===== config.mk =====
export PLATFORM = sky130hd
export DESIGN_NAME = instr_prefetch_queue
export DESIGN_NICKNAME = d
export VERILOG_FILES = /design/src/rtl/instr_prefetch_queue.sv
export SDC_FILE = /design/constraint.sdc
export NUM_CORES = 1
export LEC_CHECK = 0
export BUFFER_PORTS_ARGS = -buffer_cell sky130_fd_sc_hd__buf_2
export CAP_MARGIN = 20
export CORE_AREA = 5 5 169 187
export CTS_CLUSTER_DIAMETER = 200
export DETAILED_ROUTE_END_ITERATION = 16
export DIE_AREA = 0 0 174 192
export GPL_ROUTABILITY_DRIVEN = 0
export PLACE_DENSITY = 0.65
export SLEW_MARGIN = 20
export SYNTH_ARGS = -nofsm -noshare
export SYNTH_HDL_FRONTEND = slang
export SYNTH_SLANG_ARGS = --single-unit

===== constraint.sdc =====
create_clock -name clk -period 4 [get_ports clk]
set_clock_uncertainty 0.1 [all_clocks]
set_input_delay 0.2 -clock clk [delete_from_list [all_inputs] [get_ports clk]]
set_output_delay 0.2 -clock clk [all_outputs]
set_load 0.005 [all_outputs]

===== src/rtl/instr_prefetch_queue.sv =====
// instr_prefetch_queue: sequential instruction prefetcher feeding the IF/ID stage.
// Issues word fetches over a valid/ready request channel and buffers in-order
// responses with their PCs in a DEPTH-entry FIFO. A redirect flushes the FIFO
// and drops stale in-flight responses before fetching resumes at the target.
//
// Handshakes: a transfer happens on a channel in any cycle where valid and
// ready are both high. valid never depends on ready of the same channel.
// imem_resp_valid has no ready; each accepted request yields exactly one
// in-order response.
//
// Optional feature macro: PREFETCH_BYPASS_EN. When it is defined, a response
// that arrives while the FIFO is empty (FETCH state, no redirect) is presented
// to decode in the same cycle. If decode takes it, the entry is not written.
module instr_prefetch_queue #(
   parameter int          DEPTH    = 4,
   parameter logic [31:0] RESET_PC = 32'h0000_0000
) (
   input  logic        clk,
   input  logic        reset,
   output logic        imem_req_valid,
   input  logic        imem_req_ready,
   output logic [31:0] imem_req_addr,
   input  logic        imem_resp_valid,
   input  logic [31:0] imem_resp_data,
   input  logic        redirect_valid,
   input  logic [31:0] redirect_pc,
   output logic        out_valid,
   input  logic        out_ready,
   output logic [31:0] out_instr,
   output logic [31:0] out_pc
);

   localparam int CW = $clog2(DEPTH + 1);
   localparam int AW = $clog2(DEPTH);
   localparam logic [CW:0] DEPTH_C = (CW + 1)'(DEPTH);

   typedef enum logic {FETCH = 1'b0, FLUSH = 1'b1} state_t;

   state_t        state;
   logic [31:0]   fetch_pc;
   logic [31:0]   resp_pc;
   logic [CW-1:0] outstanding;
   logic [CW-1:0] occupancy;
   logic [CW-1:0] drop_cnt;
   logic [AW-1:0] rd_ptr;
   logic [AW-1:0] wr_ptr;
   logic [31:0]   fifo_instr [DEPTH];
   logic [31:0]   fifo_pc    [DEPTH];

   logic          resp_fire;
   logic          req_fire;
   logic          head_out;
   logic          byp_valid;
   logic          byp_take;
   logic          pop;
   logic          push;
   logic          resp_accept;
   logic [CW:0]   credit_sum;
   logic [CW-1:0] req_inc;
   logic [CW-1:0] resp_dec;
   logic [CW-1:0] drop_after;
   logic [CW-1:0] flush_dec;

   // A response with nothing outstanding is a protocol error and is ignored.
   assign resp_fire  = imem_resp_valid && (outstanding != '0);
   assign credit_sum = {1'b0, occupancy} + {1'b0, outstanding};
   assign req_inc    = CW'(req_fire);
   assign resp_dec   = CW'(resp_fire);
   assign drop_after = outstanding - resp_dec;
   assign flush_dec  = CW'(resp_fire && (drop_cnt != '0));

   // Credit rule: buffered plus in-flight never exceeds DEPTH, so pushes never overflow.
   assign imem_req_valid = !reset && (state == FETCH) && !redirect_valid && (credit_sum < DEPTH_C);
   assign imem_req_addr  = fetch_pc;
   assign req_fire       = imem_req_valid && imem_req_ready;

   assign head_out = (occupancy != '0) && !redirect_valid;

`ifdef PREFETCH_BYPASS_EN
   assign byp_valid = (occupancy == '0) && (state == FETCH) && !redirect_valid && resp_fire;
`else
   assign byp_valid = 1'b0;
`endif

   assign byp_take    = byp_valid && out_ready;
   assign pop         = head_out && out_ready;
   assign resp_accept = (state == FETCH) && !redirect_valid && resp_fire;
   assign push        = resp_accept && !byp_take;

   assign out_valid = head_out || byp_valid;
   assign out_instr = byp_valid ? imem_resp_data : (head_out ? fifo_instr[rd_ptr] : 32'h0);
   assign out_pc    = byp_valid ? resp_pc        : (head_out ? fifo_pc[rd_ptr]    : 32'h0);

   // Control state: fetch/flush FSM, PCs, credit counters and FIFO pointers.
   always_ff @(posedge clk or posedge reset) begin
      if (reset) begin
         state       <= FETCH;
         fetch_pc    <= RESET_PC;
         resp_pc     <= RESET_PC;
         outstanding <= '0;
         occupancy   <= '0;
         drop_cnt    <= '0;
         rd_ptr      <= '0;
         wr_ptr      <= '0;
      end else if (redirect_valid) begin
         // Same-cycle response is already stale, so it does not count toward drop_cnt.
         fetch_pc    <= redirect_pc;
         resp_pc     <= redirect_pc;
         outstanding <= drop_after;
         drop_cnt    <= drop_after;
         occupancy   <= '0;
         rd_ptr      <= '0;
         wr_ptr      <= '0;
         state       <= (drop_after != '0) ? FLUSH : FETCH;
      end else begin
         if (req_fire) begin
            fetch_pc <= fetch_pc + 32'd4;
         end
         outstanding <= outstanding + req_inc - resp_dec;
         if (resp_accept) begin
            resp_pc <= resp_pc + 32'd4;
         end
         if (push) begin
            wr_ptr <= wr_ptr + 1'b1;
         end
         if (pop) begin
            rd_ptr <= rd_ptr + 1'b1;
         end
         occupancy <= occupancy + CW'(push) - CW'(pop);
         if (state == FLUSH) begin
            drop_cnt <= drop_cnt - flush_dec;
            if ((drop_cnt - flush_dec) == '0) begin
               state <= FETCH;
            end
         end
      end
   end

   // FIFO storage: data only, validity is tracked by occupancy and pointers.
   always_ff @(posedge clk) begin
      if (push && !redirect_valid) begin
         fifo_instr[wr_ptr] <= imem_resp_data;
         fifo_pc[wr_ptr]    <= resp_pc;
      end
   end

endmodule


Word-level counts from Yosys, hierarchy flattened --
Memories as Yosys holds them, arrays and structs flattened. Index checks and enable logic that the tools add are counted.
Cells by class: $add $sub $neg 11, $mul 0, div/mod/pow operators 0, order comparisons 1, equality and inequality tests 0, shifts and indexed selects 0, multiplexer cells 20, bitwise logic cells 1, reductions and logical operators 22
Operators by type and width (count):
- $mux W32 | 6
- $add A32 B3 Y32 const B | 2
- $mux W3 | 4
- $reduce_bool A3 Y1 | 4
- $sub A3 B1 Y3 | 4
- $logic_and A1 B1 Y1 | 11
- $mux W2 | 4
- $reduce_bool A2 Y1 | 4
- $add A3 B1 Y3 | 2
- $mux W1 | 6
- $add A2 B1 Y2 const B | 2
- $add A3 B3 Y4 | 1
- $lt A4 B3 Y1 const B | 1
- $logic_not A3 Y1 | 1
- $logic_not A1 Y1 | 2
- $not A1 Y1 | 1
Storage, ports and cells: register bits 78, bits in latches 0, bits in writable memories 256, ROM bits 0, input port bits 70, output and inout bits 98, memories kept 2
Memories:
- fifo_instr | depth 4, bits a word 32, read ports 1, clocked after memory_dff 0, write ports 1, RTL line 47 | logic [31:0] fifo_instr [DEPTH];
- fifo_pc | depth 4, bits a word 32, read ports 1, clocked after memory_dff 0, write ports 1, RTL line 48 | logic [31:0] fifo_pc [DEPTH];

Longest topological paths before layout --
Gate-level depths: netlist of run 1.
depth after elaboration 8, mapped depth 13, gate-level depth less buffers 11

Worst setup path before layout of run 1 --
No wires, ideal clock.
kind reg-to-reg, from register outstanding[2], to register outstanding[2], library setup time 0.079 ns, arrival time 2.878 ns, data required time 3.821 ns, path slack 0.943 ns, stages on the path, launching flop included 14, path buffers 2, clock period less this slack 3.057 ns, cell sequence dfrtp_1 > ha_1 > nor4_1 > and4_1 > buf_4 > inv_2 > buf_2 > ha_1 > inv_1 > ha_1 > fa_1 > xor2_1 > o21ai_0 > xor2_1
Between the ends: word-level cells in the longest chain between the ends 7
Ends and longest elaborated chain:
- start, declared | RTL line 42 | logic [CW-1:0] outstanding;
- start signal, assigned | RTL line 109 | outstanding <= drop_after;
- start signal, assigned | RTL line 119 | outstanding <= outstanding + req_inc - resp_dec;
- $add A3 B3 Y4 | RTL line 66 | assign credit_sum = {1'b0, occupancy} + {1'b0, outstanding};
- $lt A4 B3 Y1 | RTL line 73 | assign imem_req_valid = !reset && (state == FETCH) && !redirect_valid && (credit_sum < DEPTH_C);
- $logic_and A1 B1 Y1 | RTL line 73
- $logic_and A1 B1 Y1 | RTL line 75 | assign req_fire = imem_req_valid && imem_req_ready;
- $add A3 B1 Y3 | RTL line 119
- $sub A3 B1 Y3 | RTL line 119
- $mux W3 (*) | RTL line 105 | end else if (redirect_valid) begin
Every way passes the cells marked *; elsewhere a longest branch is shown, timed or not. A chain may end at the register's enable or synchronous reset.

Worst setup path in the final report of run 1 --
Ends and elaborated chain as after synthesis.

==> out/results.env, run 1 <==
CRITPATHLAUNCHTYPE='register'
FINAL_MIN_PERIOD_OVER_CLOCK_PERIOD_PCT=78.0
CP_DATA_REQUIRED_TIME_NS=4.33
CHIPWIDTH_UM=174
DPL_WIRE_LENGTH_UM=19700
PLACED_CELLS_INCL_TAPS=1413
WORST_SETUP_PATH_END_KIND='register'
WORST_SETUP_PATH_ENDPOINT='outstanding[2]'
MAPPEDNETLISTAREA_UM2=14300
VIA_COUNT_OF_THE_FIRST_GLOBAL_ROUTING_PASS=8780
INITIAL_ANTENNA_VIOLATION_COUNT=0
CLOCK-ROOT-BUFFER='sky130_fd_sc_hd__clkbuf_16'
SYN-NUM-NETS=984
SETUP_TNS_NS=0
LARGEST_DRIVER_FANOUT_ON_THE_CRITICAL_PATH=19
WORST_SLACK_NS=0.882
VIA_COUNT=8458
NETLIST-CELL-TYPE-COUNT=50
FMAX_GHz=0.321
FIN_CELLS=1539
CLOCK_H_TREE_LEVELS=2
UNREPAIRED_SETUP_ENDPOINTS_AFTER_GLOBAL_ROUTING='false'
TRITONCTS='yes'
CTS_SETUP_BUFFERS=0
SYNTH_SEQUENTIAL_AREA_RATIO_PCT=67.6
FINAL_UTIL_PCT=59.3
NUMCLOCKSINKS=334
REPORT.FINAL.HOLD_VIOL_COUNT=0
WORST-ENDPOINT-ARRIVAL_NS=3.45
CLK_LATENCY_NS=0.51
CLOCK_BUFFER_COUNT_FROM_CTS=35
LEAKAGE_nW=6.43
YS_TOP_CELLS_BY_AREA='sky130_fd_sc_hd__edfxtp_1 54%, sky130_fd_sc_hd__dfrtp_1 14%, sky130_fd_sc_hd__mux4_2 10%'
WORST_SLEW_PIN_SLEW_NS=0.898
SHARE_COMB_OF_TOTAL_POWER_PCT=17.4
P_SEQ_SHARE_PCT=46.0
YOSYSTOPAREACELLSHARE_PCT=53.9
GRT_PASS1_WL_UM=50200
FLOORPLAN.DIE.HEIGHT_UM=192
REG2REG_SETUP_SLACK_NS=0.88
FILLERINSTANCES=2264
FLOORPLAN.CORE_AREA_UM2=29400
MOSTFREQUENTLAYOUTCELLS='256 x sky130_fd_sc_hd__edfxtp_1, 167 x sky130_fd_sc_hd__buf_2, 76 x sky130_fd_sc_hd__dfrtp_1'
VIASPERCELL=5.50
CRITICALPATHCATEGORY='reg -> reg'
POWER_REPORT.INTERNAL_TOTAL_mW=6.87
PLACEMENT_ROWS=66
DRTITER0DRC=642
NUMBER_OF_NETS_IN_THE_LAYOUT=1226
LENGTH_OF_THE_FIRST_DETAILED_ROUTING_PASS_IN_ITERATIONS=5
PRECTSSETUPSLACK_NS=0.913
CRIT_START='outstanding[2]'
FINAL_COMMON_CELL='sky130_fd_sc_hd__edfxtp_1'
NETSWITCHINGPOWER_mW=2.34
IO_BUFFERS=167
SYN_AREA_PER_CELL_UM2=15.9
FP.DIEAREA_UM2=33400
WL_UM=31200
STATUS='complete, no violations'
SHARE_CLK_OF_TOTAL_POWER_PCT=36.6
INITIAL_CORE_UTILIZATION_PCT=48.5
POST_ROUTE_CELLS_DRIVE_ABOVE_1_SHARE_PCT=28.8
FIN_TOTAL_PWR_mW=9.21
TOP_LEVEL_PORTS=168
SLEW_VIOLATIONS=0
AREA.GROWTH.SYNTH_TO_FINAL_PCT=22.2
CTSLONGESTPATHBUFFERS=3
FINALCRITICALPERIOD_NS=3.12
CLKSLEWWORSTSETUPHOLDPATHS_NS=0.06
HOLD_PATH_CLASS='in -> reg'
NUM_ANTENNA_CELLS=0
R2R_CELLS=11
DETAIL_ROUTE.WL_PER_CELL_UM=20.3
GRT.OVERFLOW.TOTAL=0
CAP_VIOLATIONS=0
CRITICAL_PATH.REG2REG.ENDPOINT='outstanding[2]'
POST-ROUTE-DRC-COUNT=0
FINALSETUPVIOLCOUNT=0
HOLD_PATH_STAGES=3
GRT_USE_TOTAL_PCT=19.0
TIMING.MAX_SLEW.REL_SLACK_PCT=39.3
POWER_DENSITY_nW_PER_UM2=529
ANT_NETS=0
GRT_START_MAX_NET_PINS=67
SYNTH_CELLS=896
REGTOREGSTARTPOINT='outstanding[2]'
POST_SYNTHESIS_SEQUENTIAL_ELEMENT_COUNT=334
PEAKVDDDROP_V=0.000277
SWITCHING_SHARE_PCT=25.4
SYNTHESIS.YOSYS.WARNINGS=0
SYNTHDOMINANTAREACELLTYPE='sky130_fd_sc_hd__edfxtp_1'
==> worst min path at each step <==
stage	end	startpoint	slack (ns)
2_1_floorplan	fifo_instr[0][0]	imem_resp_data[0]	0.20
3_3_place_gp	fifo_instr[0][1]	imem_resp_data[1]	0.32
3_5_place_dp	fifo_instr[1][28]	imem_resp_data[28]	0.32
4_1_cts	resp_pc[21]	redirect_pc[21]	0.008
5_1_grt	resp_pc[21]	redirect_pc[21]	0.02
6_report	imem_req_addr[21]	redirect_pc[21]	0.02
==> power by group through the flow <==
| stage | clock network, mW | registers [mW] | logic (mW) |
|---|---|---|---|
| finish | 3.37 | 4.24 | 1.60 |
| global route | 3.60 | 4.28 | 1.79 |
| CTS | 3.45 | 4.25 | 1.64 |
| detailed placement | 0 | 4.32 | 1.59 |
| global placement | 0 | 4.31 | 1.57 |
| floorplan | 0 | 4.16 | 1.12 |
==> flip-flops by register name, summed over array words and instances, names as in the netlist <==
name,count
fifo_pc,128
rd_ptr,2
resp_pc,32
fifo_instr,128
state,1
occupancy,3
imem_req_addr,32
drop_cnt,3
outstanding,3
wr_ptr,2
==> cell usage after synthesis (all sizes together) <==
library cell / instances
edfxtp: 256
dfrtp: 78
and2: 72
mux4: 64
nand2: 53
o21ai: 36
nand3: 34
inv: 27
nand4: 26
xnor2: 26
nor2: 25
clkbuf: 22
xor2: 22
nor3: 18
buf: 17
a21boi: 16
ha: 16
and3: 11
mux2: 9
nor4: 9
o211ai: 9
a21oi: 8
nand2b: 8
and4: 6
o311ai: 5
a41oi: 4
nor4b: 4
or4: 4
a31oi: 3
fa: 2
nand3b: 2
o31ai: 2
mux2i: 1
nor2b: 1
==> through the flow <==
step	hold WS, ns	cell area [um^2]
after detailed placement	0.319	15600
after floorplan	0.199	14300
after global placement	0.315	15600
after CTS	0.00799	17400
after global routing	0.0226	17400
final	0.0185	17400
==> cells by family after synthesis <==
kind of cell,share of synthesized area (%)
multiplexers,10.9
adder cells (fa/ha/maj),1.68
buffers and inverters,1.84
XOR/XNOR,2.95
flip-flops,67.6
AO/OA/AOI/OAI,3.75
AND/OR/NAND/NOR,11.3
==> area by class of cell <==
class	count	area [um^2]	area share, %
repair buffers	244	1620	9.29
multi-input cells	496	4370	25.1
clock inverters	13	184	1.06
flip-flops and latches	334	9640	55.3
well taps	374	468	2.69
clock buffers	51	1040	5.96
inverters	27	103	0.589
==> worst max-delay path, cell delays in order (launching register included) <==
cell and delay (ns):
sky130_fd_sc_hd__dfrtp_1 0.45, sky130_fd_sc_hd__ha_1 0.33, sky130_fd_sc_hd__nor4_1 0.31, sky130_fd_sc_hd__and4_1 0.28, sky130_fd_sc_hd__inv_2 0.17, sky130_fd_sc_hd__ha_1 0.32, sky130_fd_sc_hd__inv_1 0.04, sky130_fd_sc_hd__ha_1 0.18
sky130_fd_sc_hd__fa_1 0.38, sky130_fd_sc_hd__xor2_1 0.14, sky130_fd_sc_hd__o21ai_0 0.18, sky130_fd_sc_hd__xor2_1 0.16
==> what timing repair did <==
item | CTS | global route
endpoints found under the hold margin | 232 | 0
resized for setup | 0 | 0
endpoints found under the setup margin | 0 | 0
hold buffers | 62 | 0
==> layer usage <==
| metal | GRT usage (%) | vias to the layer above | routed length [um] |
|---|---|---|---|
| li1 | - | 3914 | - |
| met1 | 26.7 | 4218 | 13600 |
| met2 | 31.5 | 292 | 15300 |
| met5 | 0 | - | 0 |
| met4 | 3.81 | 0 | 367 |
| met3 | 3.43 | 34 | 1860 |
(Power assumes the default switching activity.)
==> inputs of run 2 (changes only) <==
- PLACE_DENSITY: 0.65 -> 0.68
- clock period: 4 -> 2.7 ns (I/O delays scaled with it)
==> run 2 against run 1 <==
Setup slack worse by 0.81 ns. Fmax up 19%. Sequential cell count did not move. Sequential power is 46% higher. Critical path type unchanged. Largest power group unchanged.
==> out/results.env, run 2 (synthesis gave the netlist of run 1 again) <==
UNREPAIRED_SETUP_ENDPOINTS_AFTER_GLOBAL_ROUTING='true'
FIN_TOTAL_PWR_mW=13.5  # +47%
IO_BUFFERS=167  # unchanged
LAYOUT_TOP_REGISTERS='fifo_instr: 128 flops, fifo_pc: 128 flops'
CLOCK_BUFFER_COUNT_FROM_CTS=36  # +2.9%
WL_UM=31500  # +0.96%
CP.BUFFERS_INVERTERS=2  # unchanged
FINALCRITICALPERIOD_NS=2.63  # -0.492 ns
AREA.GROWTH.SYNTH_TO_FINAL_PCT=24.1
GRT_USE_TOTAL_PCT=19.1  # +0.11 points
LEAKAGE_nW=6.53  # +1.6%
TIMING.MAX_SLEW.REL_SLACK_PCT=42.8  # +3.6 points
DR_WL_MET2_UM=15200  # -0.93%
TOTAL_LENGTH_OF_ROUTED_MET3_WIRES_UM=1850  # -0.27%
INITIAL_CORE_UTILIZATION_PCT=48.5  # unchanged
FINAL_MIN_PERIOD_OVER_CLOCK_PERIOD_PCT=97.3  # +19 points
POST-ROUTE-DRC-COUNT=0  # unchanged
GRT_PASS1_WL_UM=50500  # +0.63%
CLKSLEWWORSTSETUPHOLDPATHS_NS=0.06  # about the same
SLOWEST_DELAY_NS=0.40  # -0.05 ns
CRITPATHLAUNCHTYPE='register'
CLOCK_H_TREE_LEVELS=2  # unchanged
WORST_HOLD_PATH.ENDPOINT='wr_ptr[1]'
FLOORPLAN.DIE.HEIGHT_UM=192  # unchanged
VIASPERCELL=5.52  # +0.44%
WORST_SETUP_PATH_END_KIND='register'
PLACEMENT_ROWS=66  # unchanged
WORST_SLEW_PIN_SLEW_NS=0.857  # -0.0410 ns
POST_ROUTE_CELLS_DRIVE_ABOVE_1_SHARE_PCT=29.9  # +1.0 points
PRECTSSETUPSLACK_NS=-0.105  # -1.02 ns
FMAX_GHz=0.381  # +19%
CLOCK-ROOT-BUFFER='sky130_fd_sc_hd__clkbuf_16'
CRIT_START='occupancy[1]'
LARGEST_DRIVER_FANOUT_ON_THE_CRITICAL_PATH=2  # -17
LENGTH_OF_THE_FIRST_DETAILED_ROUTING_PASS_IN_ITERATIONS=4  # -1
HOLD_PATH_CLASS='in -> reg'
WORST_SLACK_NS=0.0734  # -0.808 ns
R2R_CELLS=11  # unchanged
MULTI_INPUT_COMB_AREA_UM2=4420  # +1.1%
PLACEMENT.CELL_AREA_UM2=15900  # +1.8%
CRIT_SLOWEST_CELL='sky130_fd_sc_hd__dfrtp_1'
DRT-MET1-WL_UM=13900  # +2.3%
FINAL_COMMON_CELL='sky130_fd_sc_hd__edfxtp_1'
ANT_NETS=0  # unchanged
DRTITER0DRC=555  # -14%
FILLERINSTANCES=2239  # -1.1%
INITIAL_ANTENNA_VIOLATION_COUNT=0  # unchanged
POSTLAYOUTCELLAREA_UM2=17700  # +1.6%
SLEW_VIOLATIONS=0  # unchanged
CRIT_PATH_CELL_TRACE='ha_2 -> nor4_4 -> and4_4 -> inv_8 -> ha_4 -> inv_2 -> ha_4 -> fa_2 -> xor2_1 -> o21ai_1 -> xor2_1'
PEAKVDDDROP_V=0.000455  # +64%
NUMBER_OF_NETS_IN_THE_LAYOUT=1251  # +2.0%
REPORT.FINAL.HOLD_VIOL_COUNT=0  # unchanged
GRT_START_MAX_NET_PINS=67  # unchanged
CP_DATA_REQUIRED_TIME_NS=3.03  # -1.30 ns
FP.DIEAREA_UM2=33400  # unchanged
CHIPWIDTH_UM=174  # unchanged
POWER_DENSITY_nW_PER_UM2=765  # +45%
HOLD_PATH_STAGES=6  # +3
WORST_PATH_DOMINANT_CELL_FAMILY='adder cells'
MOSTFREQUENTLAYOUTCELLS='256 x sky130_fd_sc_hd__edfxtp_1, 167 x sky130_fd_sc_hd__buf_2, 76 x sky130_fd_sc_hd__dfrtp_1'
STATUS='complete, no violations'
HIGHEST_LAYER='met4'
TOP_LEVEL_PORTS=168  # unchanged
NUMCLOCKSINKS=334  # unchanged
VIA_COUNT=8639  # +2.1%
NUM_ANTENNA_CELLS=0  # unchanged
FINALSETUPVIOLCOUNT=0  # unchanged
REG2REG_SETUP_SLACK_NS=0.07  # -0.81 ns
REGTOREGSTARTPOINT='occupancy[1]'
CTSLONGESTPATHBUFFERS=3  # unchanged
SEQCELLAREA_UM2=9640  # unchanged
WORST-ENDPOINT-ARRIVAL_NS=2.95  # -0.50 ns
SETUP_TNS_NS=0  # unchanged
FLOORPLAN.CORE_AREA_UM2=29400  # unchanged
VIA_COUNT_OF_THE_FIRST_GLOBAL_ROUTING_PASS=9047  # +3.0%
CLK_LATENCY_NS=0.51  # about the same
DPL_WIRE_LENGTH_UM=20000  # +1.4%
GRT.OVERFLOW.TOTAL=0  # unchanged
CAP_VIOLATIONS=0  # unchanged
DETAIL_ROUTE.WL_PER_CELL_UM=20.1  # -0.71%
CRITICAL_PATH.REG2REG.ENDPOINT='outstanding[2]'
FINAL_UTIL_PCT=60.2  # +0.93 points
HP-START='imem_resp_valid'
CRITICALPATHCATEGORY='reg -> reg'
TRITONCTS='yes'
-- run 2: timing repair --
item | CTS | global route
endpoints found under the hold margin | 238 | 0
setup buffers | 0 | 0
hold buffers | 68 | 0
pin swaps | 2 | 0
cloned | 0 | 0
setup endpoints to repair | 1 | 1
gates resized for setup | 3 | 2
-- run 2: area by class of cell --
type	instances	share of cell area, %
Sequential cell	334	54.5
Multi-Input combinational cell	496	25.0
Timing Repair Buffer	268	10.9
Clock buffer	46	5.48
Tap cell	374	2.64
Clock inverter	20	0.926
Inverter	27	0.622
-- run 2: where the power goes --
| part | switching [mW] | internal [mW] | total, mW |
|---|---|---|---|
| Sequential | 0.342 | 5.85 | 6.19 |
| Combinational | 1.27 | 1.40 | 2.67 |
| Clock | 1.93 | 2.75 | 4.68 |
-- run 2: metal layers --
| metal | track usage (%) | vias up |
|---|---|---|
| met1 | 26.4 | 4340 |
| met3 | 3.60 | 38 |
| met5 | 0 | - |
| li1 | - | 3978 |
| met2 | 32.1 | 283 |
| met4 | 3.93 | 0 |
-- run 2: worst max-delay path by stage --
stage	to	slack [ns]	cells past startpoint
3_5_place_dp	outstanding[2]	-0.11	11
4_1_cts	outstanding[2]	0.03	11
6_report	outstanding[2]	0.07	11
3_3_place_gp	outstanding[2]	-0.06	11
5_1_grt	outstanding[2]	-0.02	11
2_1_floorplan	outstanding[2]	-0.15	13
-- run 2: per-stage QoR --
| step | instances | hold WS (ns) |
|---|---|---|
| after floorplan | 896 | 0.134 |
| final | 1565 | 0.160 |
| after CTS | 1565 | 0.157 |
| after global routing | 1565 | 0.170 |
| after detailed placement | 1431 | 0.245 |
| after global placement | 1431 | 0.249 |
-- run 2: worst register-to-register path: stages, from the launching register on --
cell and delay, ns:
sky130_fd_sc_hd__dfrtp_1 0.40, sky130_fd_sc_hd__ha_2 0.20, sky130_fd_sc_hd__nor4_4 0.28, sky130_fd_sc_hd__and4_4 0.30, sky130_fd_sc_hd__inv_8 0.04, sky130_fd_sc_hd__ha_4 0.25, sky130_fd_sc_hd__inv_2 0.03, sky130_fd_sc_hd__ha_4 0.15
sky130_fd_sc_hd__fa_2 0.35, sky130_fd_sc_hd__xor2_1 0.14, sky130_fd_sc_hd__o21ai_1 0.15, sky130_fd_sc_hd__xor2_1 0.16
==> inputs of run 3 (changes only) <==
- CORE_AREA: 5 5 169 187 -> 5 5 163 181
- DIE_AREA: 0 0 174 192 -> 0 0 168 186
- PLACE_DENSITY: 0.68 -> 0.72
==> run 3 against run 2 <==
The flow now finishes with violations (setup timing). Combinational power hardly changed. Global-route usage is 1.2 points higher. Power is 0.78% higher. Count of clock-buffer cells in the layout stayed put. Final area hardly changed. Critical endpoint unchanged. Largest cell class unchanged. Largest power group unchanged.
==> out/results.env, run 3 (synthesis gave the netlist of run 1 again) <==
STATUS='complete, but fails checks'
VIOLATIONS='setup timing'
R2R_CELLS=11  # unchanged
DETAIL_ROUTE.WL_PER_CELL_UM=19.9  # -0.96%
FLOORPLAN.DIE.HEIGHT_UM=186  # -3.1%
CLOCK-ROOT-BUFFER='sky130_fd_sc_hd__clkbuf_16'
FLOORPLAN.CORE_AREA_UM2=27500  # -6.6%
TIMING.MAX_SLEW.REL_SLACK_PCT=43.3  # +0.45 points
POST_ROUTE_CELLS_DRIVE_ABOVE_1_SHARE_PCT=30.4  # +0.50 points
CRITPATHLAUNCHTYPE='register'
HOLD_PATH_CLASS='in -> reg'
GRT_PASS1_WL_UM=50200  # -0.47%
NUMCLOCKSINKS=334  # unchanged
FINAL_MIN_PERIOD_OVER_CLOCK_PERIOD_PCT=102  # +4.4 points
LARGEST_DRIVER_FANOUT_ON_THE_CRITICAL_PATH=2  # unchanged
FINALCRITICALPERIOD_NS=2.75  # +0.119 ns
NUMBER_OF_NETS_IN_THE_LAYOUT=1249  # -0.16%
MOSTFREQUENTLAYOUTCELLS='256 x sky130_fd_sc_hd__edfxtp_1, 167 x sky130_fd_sc_hd__buf_2, 76 x sky130_fd_sc_hd__dfrtp_1'
TRITONCTS='yes'
GRT_START_MAX_NET_PINS=67  # unchanged
INITIAL_ANTENNA_VIOLATION_COUNT=0  # unchanged
WORST-ENDPOINT-ARRIVAL_NS=3.07  # +0.12 ns
PLACEMENT.CELL_AREA_UM2=15800  # -0.29%
HOLD_PATH_STAGES=6  # unchanged
LENGTH_OF_THE_FIRST_DETAILED_ROUTING_PASS_IN_ITERATIONS=5  # +1
WL_UM=30900  # -1.8%
PRECTSSETUPSLACK_NS=-0.0995  # +0.00550 ns
PLACEMENT_ROWS=64  # -3.0%
VIA_COUNT=8620  # -0.22%
WORST_SLEW_PIN_SLEW_NS=0.847  # -0.00983 ns
ANT_NETS=0  # unchanged
IO_BUFFERS=167  # unchanged
FINAL_COMMON_CELL='sky130_fd_sc_hd__edfxtp_1'
CAP_VIOLATIONS=0  # unchanged
CLKSLEWWORSTSETUPHOLDPATHS_NS=0.06  # about the same
REPORT.FINAL.HOLD_VIOL_COUNT=0  # unchanged
DPL_WIRE_LENGTH_UM=19200  # -3.8%
SLEW_VIOLATIONS=0  # unchanged
UNREPAIRED_SETUP_ENDPOINTS_AFTER_GLOBAL_ROUTING='true'
CTS_SETUP_BUFFERS=0  # unchanged
POSTLAYOUTCELLAREA_UM2=17700  # about the same
POST-ROUTE-DRC-COUNT=0  # unchanged
CTSLONGESTPATHBUFFERS=3  # unchanged
WORST_SLACK_NS=-0.0453  # -0.119 ns
CHIPWIDTH_UM=168  # -3.4%
CRITICALPATHCATEGORY='reg -> reg'
GRT.OVERFLOW.TOTAL=0  # unchanged
CLK_LATENCY_NS=0.51  # about the same
LEAKAGE_nW=6.54  # +0.19%
CLOCK_H_TREE_LEVELS=2  # unchanged
AREA.GROWTH.SYNTH_TO_FINAL_PCT=24.1  # about the same
GRT_USE_TOTAL_PCT=20.3  # +1.2 points
CP_DATA_REQUIRED_TIME_NS=3.02  # about the same
INITIAL_CORE_UTILIZATION_PCT=51.9  # +3.4 points
POWER_DENSITY_nW_PER_UM2=772  # +0.83%
FP.DIEAREA_UM2=31200  # -6.5%
TOP_LEVEL_PORTS=168  # unchanged
LAYOUT_TOP_REGISTERS='fifo_instr: 128 flops, fifo_pc: 128 flops'
DRTITER0DRC=579  # +4.3%
WORST_SETUP_PATH_END_KIND='register'
NUM_ANTENNA_CELLS=0  # unchanged
VIA_COUNT_OF_THE_FIRST_GLOBAL_ROUTING_PASS=9193  # +1.6%
PEAKVDDDROP_V=0.000396  # -13%
VIASPERCELL=5.56  # +0.68%
FINALSETUPVIOLCOUNT=1  # +1
CLOCK_BUFFER_COUNT_FROM_CTS=35  # -2.8%
FMAX_GHz=0.364  # -4.3%
run 3: changes by cell type in the layout (fill, tap and decap cells not counted):
cell,previous run,this run
sky130_fd_sc_hd__clkinv_4,1,0
sky130_fd_sc_hd__clkbuf_8,1,4
sky130_fd_sc_hd__clkbuf_1,8,6
sky130_fd_sc_hd__ha_2,1,0
sky130_fd_sc_hd__clkinv_2,5,9
sky130_fd_sc_hd__ha_4,2,3
sky130_fd_sc_hd__bufinv_16,2,3
sky130_fd_sc_hd__buf_4,20,21
sky130_fd_sc_hd__clkbuf_16,37,36
sky130_fd_sc_hd__clkinv_1,9,3
sky130_fd_sc_hd__buf_12,13,11
run 3: worst max-delay path, cell delays in order, from the launching register on:
cell,delay (ns)
sky130_fd_sc_hd__dfrtp_1,0.42
sky130_fd_sc_hd__ha_4,0.26
sky130_fd_sc_hd__nor4_4,0.26
sky130_fd_sc_hd__and4_4,0.32
sky130_fd_sc_hd__inv_8,0.04
sky130_fd_sc_hd__ha_4,0.25
sky130_fd_sc_hd__inv_2,0.03
sky130_fd_sc_hd__ha_4,0.14
sky130_fd_sc_hd__fa_2,0.33
sky130_fd_sc_hd__xor2_1,0.15
sky130_fd_sc_hd__o21ai_1,0.15
sky130_fd_sc_hd__xor2_1,0.20
run 3: area by class of cell:
class / instances / area (um^2)
Fill cell: 1970 / 9780
Sequential cell: 334 / 9640
Multi-Input combinational cell: 496 / 4430
Timing Repair Buffer: 267 / 1890
Clock buffer: 46 / 978
Tap cell: 363 / 454
Clock inverter: 18 / 183
Inverter: 27 / 110
run 3: report_power, final:
part,switching [mW],internal (mW)
Combinational,1.28,1.41
Sequential,0.340,5.85
Clock,1.90,2.86
Total,3.53,10.1
run 3: path summary, 6_finish.rpt:
kind | from | end | slack [ns]
worst max-delay path | outstanding[2] | outstanding[2] | -0.05
worst min-delay path | imem_resp_valid | resp_pc[29] | 0.18
worst max register to register | outstanding[2] | outstanding[2] | -0.05
worst min register to register | resp_pc[0] | fifo_pc[0][0] | 0.43
max in group asynchronous | reset | imem_req_addr[6] | 1.61
min in group asynchronous | reset | outstanding[2] | 0.24
run 3: repair_timing:
item | CTS | global route
pin swaps | 6 | 0
gates resized for setup | 5 | 0
hold buffers | 68 | 0
setup endpoints to repair | 2 | 1
cloned | 0 | 0
endpoints found under the hold margin | 236 | 0
run 3: metal layers:
layer	track usage (%)	wire (um)
met3	3.23	2000
met4	5.03	663
met2	34.0	15000
met5	0	0
met1	28.4	13200
run 3: metrics by stage:
step	power, mW	utilization [%]	hold WS, ns	setup TNS (ns)	cells
finish	13.6	64.4	0.178	-0.0453	1551
global route	14.3	64.4	0.201	-0.118	1551
CTS	13.8	64.4	0.166	-0.0223	1551
detailed placement	8.89	57.6	0.243	-0.0995	1419
global placement	8.83	57.6	0.225	-0.0512	1419
floorplan	7.85	-	0.134	-0.172	896
